File: src/rtl/pixel_word_packer_if.sv
// Pixel-in / word-out bundle between the capture path, the packer and the write engine.
// The slave modport is the packer's view; the master modport is the driving side.
interface pixel_word_packer_if #(
    parameter int DEPTH = 16,
    parameter int LW    = $clog2(DEPTH) + 1
);
    logic [7:0]    iPix;
    logic          iPixValid;
    logic          iFrameStart;
    logic          iFlush;
    logic          iReady;
    logic [31:0]   oData;
    logic          oValid;
    logic [LW-1:0] oLevel;
    logic          oOverflow;

    modport slave (
        input  iPix, iPixValid, iFrameStart, iFlush, iReady,
        output oData, oValid, oLevel, oOverflow
    );

    modport master (
        output iPix, iPixValid, iFrameStart, iFlush, iReady,
        input  oData, oValid, oLevel, oOverflow
    );
endinterface

File: src/rtl/pixel_word_packer.sv
// Packs 8-bit pixels into 32-bit little-endian words, queues them in a FIFO and
// holds each word in an output register until the write engine accepts it.
module pixel_word_packer #(
    parameter int DEPTH = 16,
    parameter int LW    = $clog2(DEPTH) + 1
) (
    input logic                 ctrl_clk,
    input logic                 reset_n,
    pixel_word_packer_if.slave  bus
);
    localparam int AW = $clog2(DEPTH);

    typedef enum logic {
        ST_EMPTY = 1'b0,
        ST_FULL  = 1'b1
    } out_state_t;

    // Packer state
    logic [1:0]    r_lane;
    logic [23:0]   r_acc;
    logic [1:0]    w_lane_next;
    logic [23:0]   w_acc_next;
    logic [23:0]   w_acc_ins;
    logic          w_push;
    logic [31:0]   w_push_data;

    // FIFO state
    logic [31:0]   r_mem [DEPTH];
    logic [AW-1:0] r_wptr;
    logic [AW-1:0] r_rptr;
    logic [LW-1:0] r_count;
    logic          r_overflow;
    logic          w_full;
    logic          w_pop;
    logic          w_accept;
    logic          w_push_ok;

    // Output register state
    out_state_t    r_state;
    logic [31:0]   r_data;
    logic          r_valid;

    // NOTE: every signal assigned in always_comb gets a default first, so no path leaves it unassigned and no latch is inferred.
    always_comb begin
        w_lane_next = r_lane;
        w_acc_next  = r_acc;
        w_push      = 1'b0;
        w_push_data = '0;
        w_acc_ins   = r_acc;
        // Lane 0 clears the upper lanes, so a later flush pads with zeros for free.
        case (r_lane)
            2'd0:    w_acc_ins = {16'h0, bus.iPix};
            2'd1:    w_acc_ins[15:8]  = bus.iPix;
            2'd2:    w_acc_ins[23:16] = bus.iPix;
            default: w_acc_ins = r_acc;
        endcase

        if (bus.iFrameStart) begin
            w_lane_next = bus.iPixValid ? 2'd1 : 2'd0;
            w_acc_next  = bus.iPixValid ? {16'h0, bus.iPix} : 24'h0;
        end else if (bus.iPixValid) begin
            if (r_lane == 2'd3) begin
                w_push      = 1'b1;
                w_push_data = {bus.iPix, r_acc};
                w_lane_next = 2'd0;
            end else if (bus.iFlush) begin
                w_push      = 1'b1;
                w_push_data = {8'h0, w_acc_ins};
                w_lane_next = 2'd0;
            end else begin
                w_acc_next  = w_acc_ins;
                w_lane_next = r_lane + 2'd1;
            end
        end else if (bus.iFlush && (r_lane != 2'd0)) begin
            w_push      = 1'b1;
            w_push_data = {8'h0, r_acc};
            w_lane_next = 2'd0;
        end
    end

    assign w_full    = (r_count == LW'(DEPTH));
    assign w_accept  = (r_state == ST_FULL) && bus.iReady;
    assign w_pop     = ((r_state == ST_EMPTY) || w_accept) && (r_count != '0);
    assign w_push_ok = w_push && (!w_full || w_pop);

    // NOTE: sequential state is updated with non-blocking assignments so every register samples pre-edge values.
    always_ff @(posedge ctrl_clk) begin
        if (!reset_n) begin
            r_lane <= 2'd0;
            r_acc  <= 24'h0;
        end else begin
            r_lane <= w_lane_next;
            r_acc  <= w_acc_next;
        end
    end

    // NOTE: the storage array has no reset; the pointers and count alone define which entries are valid.
    always_ff @(posedge ctrl_clk) begin
        if (w_push_ok) begin
            r_mem[r_wptr] <= w_push_data;
        end
    end

    always_ff @(posedge ctrl_clk) begin
        if (!reset_n) begin
            r_wptr     <= '0;
            r_rptr     <= '0;
            r_count    <= '0;
            r_overflow <= 1'b0;
        end else begin
            if (w_push_ok) begin
                r_wptr <= r_wptr + AW'(1);
            end
            if (w_pop) begin
                r_rptr <= r_rptr + AW'(1);
            end
            if (w_push_ok && !w_pop) begin
                r_count <= r_count + LW'(1);
            end else if (w_pop && !w_push_ok) begin
                r_count <= r_count - LW'(1);
            end
            if (w_push && !w_push_ok) begin
                r_overflow <= 1'b1;
            end
        end
    end

    // A pop on a full FIFO reads the old entry even if the write lands on the same address.
    always_ff @(posedge ctrl_clk) begin
        if (!reset_n) begin
            r_state <= ST_EMPTY;
            r_data  <= 32'h0;
            r_valid <= 1'b0;
        end else begin
            case (r_state)
                ST_EMPTY: begin
                    if (w_pop) begin
                        r_state <= ST_FULL;
                        r_data  <= r_mem[r_rptr];
                        r_valid <= 1'b1;
                    end
                end
                ST_FULL: begin
                    if (bus.iReady) begin
                        if (w_pop) begin
                            r_data <= r_mem[r_rptr];
                        end else begin
                            r_state <= ST_EMPTY;
                            r_valid <= 1'b0;
                        end
                    end
                end
                default: begin
                    r_state <= ST_EMPTY;
                    r_valid <= 1'b0;
                end
            endcase
        end
    end

    assign bus.oData     = r_data;
    assign bus.oValid    = r_valid;
    assign bus.oLevel    = r_count;
    assign bus.oOverflow = r_overflow;
endmodule

File: src/flat_wrapper.sv
// flat-port wrapper written by rule: the top's interface ports become plain ports
module pixel_word_packer_flat 
#(
    parameter int DEPTH = 16,
    parameter int LW    = $clog2(DEPTH) + 1
)
  (ctrl_clk, reset_n, bus_iPix, bus_iPixValid, bus_iFrameStart, bus_iFlush, bus_iReady, bus_oData, bus_oValid, bus_oLevel, bus_oOverflow);
  pixel_word_packer_if #(.DEPTH(DEPTH), .LW(LW)) bus_i ();
  input logic ctrl_clk;
  input logic reset_n;
  input wire logic [$bits(bus_i.iPix)-1:0] bus_iPix;
  input wire logic [$bits(bus_i.iPixValid)-1:0] bus_iPixValid;
  input wire logic [$bits(bus_i.iFrameStart)-1:0] bus_iFrameStart;
  input wire logic [$bits(bus_i.iFlush)-1:0] bus_iFlush;
  input wire logic [$bits(bus_i.iReady)-1:0] bus_iReady;
  output wire logic [$bits(bus_i.oData)-1:0] bus_oData;
  output wire logic [$bits(bus_i.oValid)-1:0] bus_oValid;
  output wire logic [$bits(bus_i.oLevel)-1:0] bus_oLevel;
  output wire logic [$bits(bus_i.oOverflow)-1:0] bus_oOverflow;
  assign bus_i.iPix = bus_iPix;
  assign bus_i.iPixValid = bus_iPixValid;
  assign bus_i.iFrameStart = bus_iFrameStart;
  assign bus_i.iFlush = bus_iFlush;
  assign bus_i.iReady = bus_iReady;
  assign bus_oData = bus_i.oData;
  assign bus_oValid = bus_i.oValid;
  assign bus_oLevel = bus_i.oLevel;
  assign bus_oOverflow = bus_i.oOverflow;
  pixel_word_packer #(.DEPTH(DEPTH), .LW(LW)) u_core (.ctrl_clk(ctrl_clk), .reset_n(reset_n), .bus(bus_i));
endmodule
File: config.mk
export PLATFORM = sky130hd
export DESIGN_NAME = pixel_word_packer_flat
export DESIGN_NICKNAME = d
export VERILOG_FILES = /design/src/rtl/pixel_word_packer_if.sv /design/src/rtl/pixel_word_packer.sv /design/src/flat_wrapper.sv
export SDC_FILE = /design/constraint.sdc
export NUM_CORES = 1
export LEC_CHECK = 0
export CAP_MARGIN = 20
export CORE_ASPECT_RATIO = 1.4
export CORE_MARGIN = 5
export CORE_UTILIZATION = 55
export CTS_CLUSTER_DIAMETER = 100
export CTS_CLUSTER_SIZE = 12
export DETAILED_ROUTE_END_ITERATION = 10
export GPL_ROUTABILITY_DRIVEN = 0
export PLACE_DENSITY = 0.72
export SLEW_MARGIN = 20
export SYNTH_ARGS = -nofsm -noshare
export SYNTH_HDL_FRONTEND = slang
export SYNTH_SLANG_ARGS = --single-unit
File: constraint.sdc
create_clock -name ctrl_clk -period 7.2 [get_ports ctrl_clk]
set_input_delay 2.16 -clock ctrl_clk [delete_from_list [all_inputs] [get_ports ctrl_clk]]
set_output_delay 2.16 -clock ctrl_clk [all_outputs]
set_load 0.02 [all_outputs]
-- Yosys cells after proc, flatten, opt, wreduce, memory -nomap -nowiden
Memories as Yosys holds them, arrays and structs flattened. A register that Yosys moved wholly into a read port is not among the register bits.
Cells that the tools add are included.
- register bits: 74
- bits in latches: 0
- memory bits (writable): 512
- memory bits (read-only): 0
- bits of input ports: 14
- output and inout bits: 39
- word-level logic and storage cells: 85
- memories: 1
- $add $sub $neg: 5
- multiply operators: 0
- divide/modulo/power cells: 0
- $lt $le $gt $ge: 0
- equal/unequal tests: 9
- shift operators: 0
- mux-type cells: 40
- bitwise logic cells: 1
- reduce and logical (&&, ||, !) cells: 20
- memories (memory ; depth ; bits a word ; rd ports ; clocked after Yosys merged registers in ; write ports ; RTL line ; text):
    u_core.r_mem ; 16 ; 32 ; 1 ; 1 ; 1 ; pixel_word_packer.sv:28 ; logic [31:0] r_mem [DEPTH];
- operator list (operator ; count):
    $mux W32 ; 5
    $mux W24 ; 6
    $pmux W32 S2 ; 1
    $pmux W8 S2 ; 2
    $mux W8 ; 2
    $mux W1 ; 13
    $mux W2 ; 5
    $mux W5 ; 2
    $add A4 B1 Y4 const B ; 2
    $mux W4 ; 2
    $ne A2 B2 Y1 const B ; 4
    $logic_and A1 B1 Y1 ; 7
    $reduce_and A3 Y1 ; 2
    $reduce_bool A2 Y1 ; 3
    $add A5 B1 Y5 const B ; 1
    $eq A5 B5 Y1 const B ; 1
    $reduce_bool A5 Y1 ; 1
    $sub A5 B1 Y5 const B ; 1
    $eq A2 B2 Y1 const B ; 2
    $pmux W1 S2 ; 2
    $logic_not A1 Y1 ; 3
    $reduce_bool A3 Y1 ; 1
    $add A2 B1 Y2 const B ; 1
    $eq A2 B1 Y1 const B ; 1
    4 further kinds ; 5

-- Logic depth before layout (Yosys ltp)
- depth after elaboration: 10
- mapped depth: 14
- mapped depth without buffers: 13

-- Worst setup path before layout
Ideal clock, no wire load.
- path kind: in2reg
- start point: in bus_iFrameStart
- end point: mem u_core.r_mem[0][0] (enable)
- setup time: 0.461 ns
- arrival time: 5.300 ns
- required time: 6.739 ns
- setup slack: 1.439 ns
- stages on the path: 6
- buffers on the path: 2
- cells stage by stage: clkbuf_1 -> a21o_1 -> buf_6 -> nor3_4 -> nand2_1 -> nor3_1
- longest elaborated chain between the ends: 4
- ends and longest elaborated chain (item ; RTL line ; text):
    from (decl) ; flat_wrapper.sv:13 ; input wire logic [$bits(bus_i.iFrameStart)-1:0] bus_iFrameStart;
    $mux W1 ; pixel_word_packer.sv:58 ; if (bus.iFrameStart) begin
    $logic_and A1 B1 Y1 ; pixel_word_packer.sv:84 ; assign w_push_ok = w_push && (!w_full || w_pop);
    via u_core.w_push_ok ; pixel_word_packer.sv:36 ; logic w_push_ok;
    $mux W1 ; pixel_word_packer.sv:99 ; if (w_push_ok) begin
    $mux W1 (not written as such) ; pixel_word_packer.sv:100 ; r_mem[r_wptr] <= w_push_data;
    to (decl) ; pixel_word_packer.sv:28 ;
The timed path passes the listed nets, and every way through them passes these cells.

-- Worst setup path after layout
- start point: in bus_iFlush
- end point: mem u_core.r_mem[5][12] (enable)
- longest elaborated chain between the ends: 7
- elaborated cells between the ends (all ways): 9
- those cells by class: 7 x mux; 2 x reduce/logical
- ends and longest elaborated chain (item ; RTL line ; text):
    from (decl) ; flat_wrapper.sv:14 ; input wire logic [$bits(bus_i.iFlush)-1:0] bus_iFlush;
    $mux W1 or $logic_and A1 B1 Y1 (tied branches) ; pixel_word_packer.sv:66, pixel_word_packer.sv:74 ;
    $mux W1 (on tied branches) ; pixel_word_packer.sv:62, pixel_word_packer.sv:74 ;
    $mux W1 (*) ; pixel_word_packer.sv:61 ; end else if (bus.iPixValid) begin
    $mux W1 (*) ; pixel_word_packer.sv:58 ;
    $logic_and A1 B1 Y1 (*) ; pixel_word_packer.sv:84 ;
    via u_core.w_push_ok ; pixel_word_packer.sv:36 ;
    $mux W1 (*) ; pixel_word_packer.sv:99 ;
    $mux W1 (not written as such) (*) ; pixel_word_packer.sv:100 ;
Mark *: on every way through the listed nets, which the timed path passes. The rest lies on a longest branch.

==> reports/metrics.cfg <==
[outcome]
status=finished clean

[power_and_ir_drop]
pwr-share-seq_pct=49.9
pwr-share-clk_pct=33.3
power_mw=7.93
power.leakage_nw=7.43
p_sw_share_pct=25.3
irDropWorstVdd_uv=297
p_per_area_nw_per_um2=307
power_switching_mw=2.00
p_int_mw=5.93
comb_power_share_pct=16.8

[global_routing]
gr-total-overflow=0
antenna_found_initial=0
grt_pass1_wl_mm=74.0
first_global_vias=12000
grt_max_degree=49
grt.total_usage_pct=21.3

[sta]
tightest_slew_ps=1080
final.hold.worst_slack_ps=429
max_freq_mhz=197
period_share_pct=70.6
drv_slew=0
finalHoldViolations=0
rsz0062_at_grt=false
maxSlewHeadroom_pct=28.3
timing.final.crit_period_ps=5080
clock_skew_ps=24.3
tns_ps=0
setup_viol=0

[cells_and_area]
area_growth_pct=12.6
nets=1299
drive_above_1_share_pct=18.8
fin_area_um2=25800
insertedDiodeCount=0

[cts]
post_cts_resize_count=0
clk_path_buf_depth=3
tritoncts=done
root_buffer=clkbuf_16
cts.sinks=590
cts_setup_buffers=0
clkTransAtPathRegs_ps=60
holdBufCountCts=0
numCtsBuffers=55
htreeDepth=2
clock_latency_ps=580

[flow_run]
cap_violations=0

[route]
postRouteAntennaNets=0
drc=0
vias=11500
routedWlPerCell_um=26.3
drtIter0Drc=987
vias_per_cell=6.22
drt-pass1-iter-count=8
wl_mm=48.7

[logic_synthesis]
yosys-top-cells-area=edfxtp_1 (67%), mux4_2 (13%), dfxtp_1 (6.8%)
ys_seq_elements=590
synth_nets=1226
synth_mux_area_share_pct=15.6
netlist_instances=1197
yosysTopAreaCellShare_pct=67.0
synth_compound_area_share_pct=3.69
synthXorXnorAreaFrac_pct=0.305
post_synth.cell_area_avg_um2=19.2
synth_area_um2=23000
synthAdderAreaFrac_pct=0.850
yosysUniqueCellTypes=43
seq_area_frac_synth_pct=73.8
synth_top_family_by_area=multiplexers
yosys.area.top_type=edfxtp_1
yosys_warnings=0
synth-simple-area-share_pct=4.14

[critical_path]
crit_family=simple AND/OR/NAND/NOR gates
max_stage_delay_ps=710
cp-end-kind=flip-flop
worst_setup_path_start_kind=input port
crit_chain=clkdlybuf4s50_1 > nand2b_2 > a21o_1 > nor3_4 > nand2_1 > nor2_4 > buf_4
cpMaxStageDelayCell=nor2_4
worstPathRequired_ps=7460
crit_path_max_fanout=25
crit_type=input port to flip-flop
cp.arrival_ps=5350
worst-path-buf-inv=2

[floorplan]
die_h_um=252
coreArea_um2=41300
die_x_um=183
dieArea_um2=46000
start_util_pct=55.6
num_io_pins=53
rows=88

[placement]
io_buffers=52
placed_area_um2=24200
hpwl_mm=27.9

[min_path]
min-delay-path-class=flip-flop to flip-flop

synthesized netlist by cell type, drive strengths merged:
| library cell | number |
|---|---|
| buf | 50 |
| a31oi | 1 |
| a22oi | 48 |
| nor2b | 31 |
| nand2 | 77 |
| xor2 | 3 |
| nor3 | 8 |
| xnor2 | 5 |
| nor2 | 42 |
| ha | 14 |
| a21oi | 6 |
| o21a | 1 |
| o21ai | 20 |
| o41ai | 1 |
| and3 | 1 |
| dfxtp | 78 |
| a21o | 3 |
| edfxtp | 512 |
| o221ai | 32 |
| nand3b | 2 |
| a22o | 2 |
| mux2i | 69 |
| nand4 | 2 |
| fa | 1 |
| clkinv | 1 |
| and2 | 18 |
| nor4 | 2 |
| clkbuf | 16 |
| mux4 | 128 |
| inv | 12 |
| nand3 | 3 |
| nand2b | 5 |
| nor3b | 2 |
| a211oi | 1 |
final cells by class:
class,instances,area [um2]
sequential,590,16900
timing repair buffer,82,802
multi-input combinational,528,5760
inverter,13,48.8
clock inverter,1,11.3
tap,540,676
fill,2821,15400
clock buffer,101,1590
placed cells by master (no fill, tap or decap), drive strengths merged, types with 2 or more instances in the layout:
master / Yosys / final
edfxtp: 512 / 512
mux4: 128 / 128
clkbuf: 16 / 101
dfxtp: 78 / 78
nand2: 77 / 77
mux2i: 69 / 69
clkdlybuf4s50: 0 / 52
a22oi: 48 / 48
nor2: 42 / 42
o221ai: 32 / 32
nor2b: 31 / 31
buf: 50 / 30
o21ai: 20 / 20
and2: 18 / 18
ha: 14 / 14
inv: 12 / 13
nor3: 8 / 8
a21oi: 6 / 6
xnor2: 5 / 5
nand2b: 5 / 5
a21o: 3 / 3
xor2: 3 / 3
nand3: 3 / 3
nor4: 2 / 2
nor3b: 2 / 2
nand3b: 2 / 2
nand4: 2 / 2
a22o: 2 / 2
per-layer routing:
metal | share of wire, % | global-route usage, % | vias up
met5 | 0 | 0 | -
met4 | 2.6 | 6.26 | 0
met3 | 6.9 | 3.30 | 94
met2 | 52 | 36.7 | 457
met1 | 38 | 28.5 | 6011
li1 | - | - | 4971
worst register-to-register path, cell delays in order, from the launching register on:
cell      delay (ps)
dfxtp_1          390
inv_1            100
ha_1             280
nand2b_2         220
a21o_1           570
nor3_4           510
nand2_1          300
nor2_4           710
buf_4            370
cell families (layout without fill, tap and decap cells):
group,Yosys count,count (layout)
AO/OA/AOI/OAI,115,115
XOR/XNOR,8,8
multiplexers,197,197
AND/OR/NAND/NOR,193,193
flip-flops,590,590
buffers and inverters,79,197
adder cells (fa/ha/maj),15,15
through the flow:
step	cells	utilization [%]	worst slack, ps
after floorplan	1197	-	1440
after global placement	1749	58.5	1610
after detailed placement	1750	58.5	1550
after CTS	1852	62.4	2140
after global routing	1855	62.6	1960
final	1855	62.6	2120
final timing paths:
kind | slack [ps] | cells past startpoint | start | endpoint
min | 430 | 1 | u_core.r_state | u_core.bus.oValid
max | 2120 | 7 | bus_iFlush | u_core.r_mem[5][12]
max reg2reg | 3430 | 8 | u_core.r_lane[0] | u_core.r_mem[5][12]
min reg2reg | 430 | 1 | u_core.r_state | u_core.bus.oValid
registers in the layout, summed over array words and instances, names as in the netlist, 2 cells and up, named ones only:
register,count
u_core.bus.oData,32
u_core.r_mem,512
u_core.bus.oLevel,5
u_core.r_rptr,4
u_core.r_acc,24
u_core.r_wptr,4
u_core.r_lane,2
power groups by stage:
stage	Combinational [mW]	Sequential [mW]	Clock, mW
2_1_floorplan	0.946	4.02	0
3_3_place_gp	1.33	4.03	0
3_5_place_dp	1.34	4.04	0
4_1_cts	1.35	3.97	2.68
5_1_grt	1.44	3.98	2.83
6_report	1.33	3.96	2.64
No activity file was read; power rests on OpenSTA's default activity.
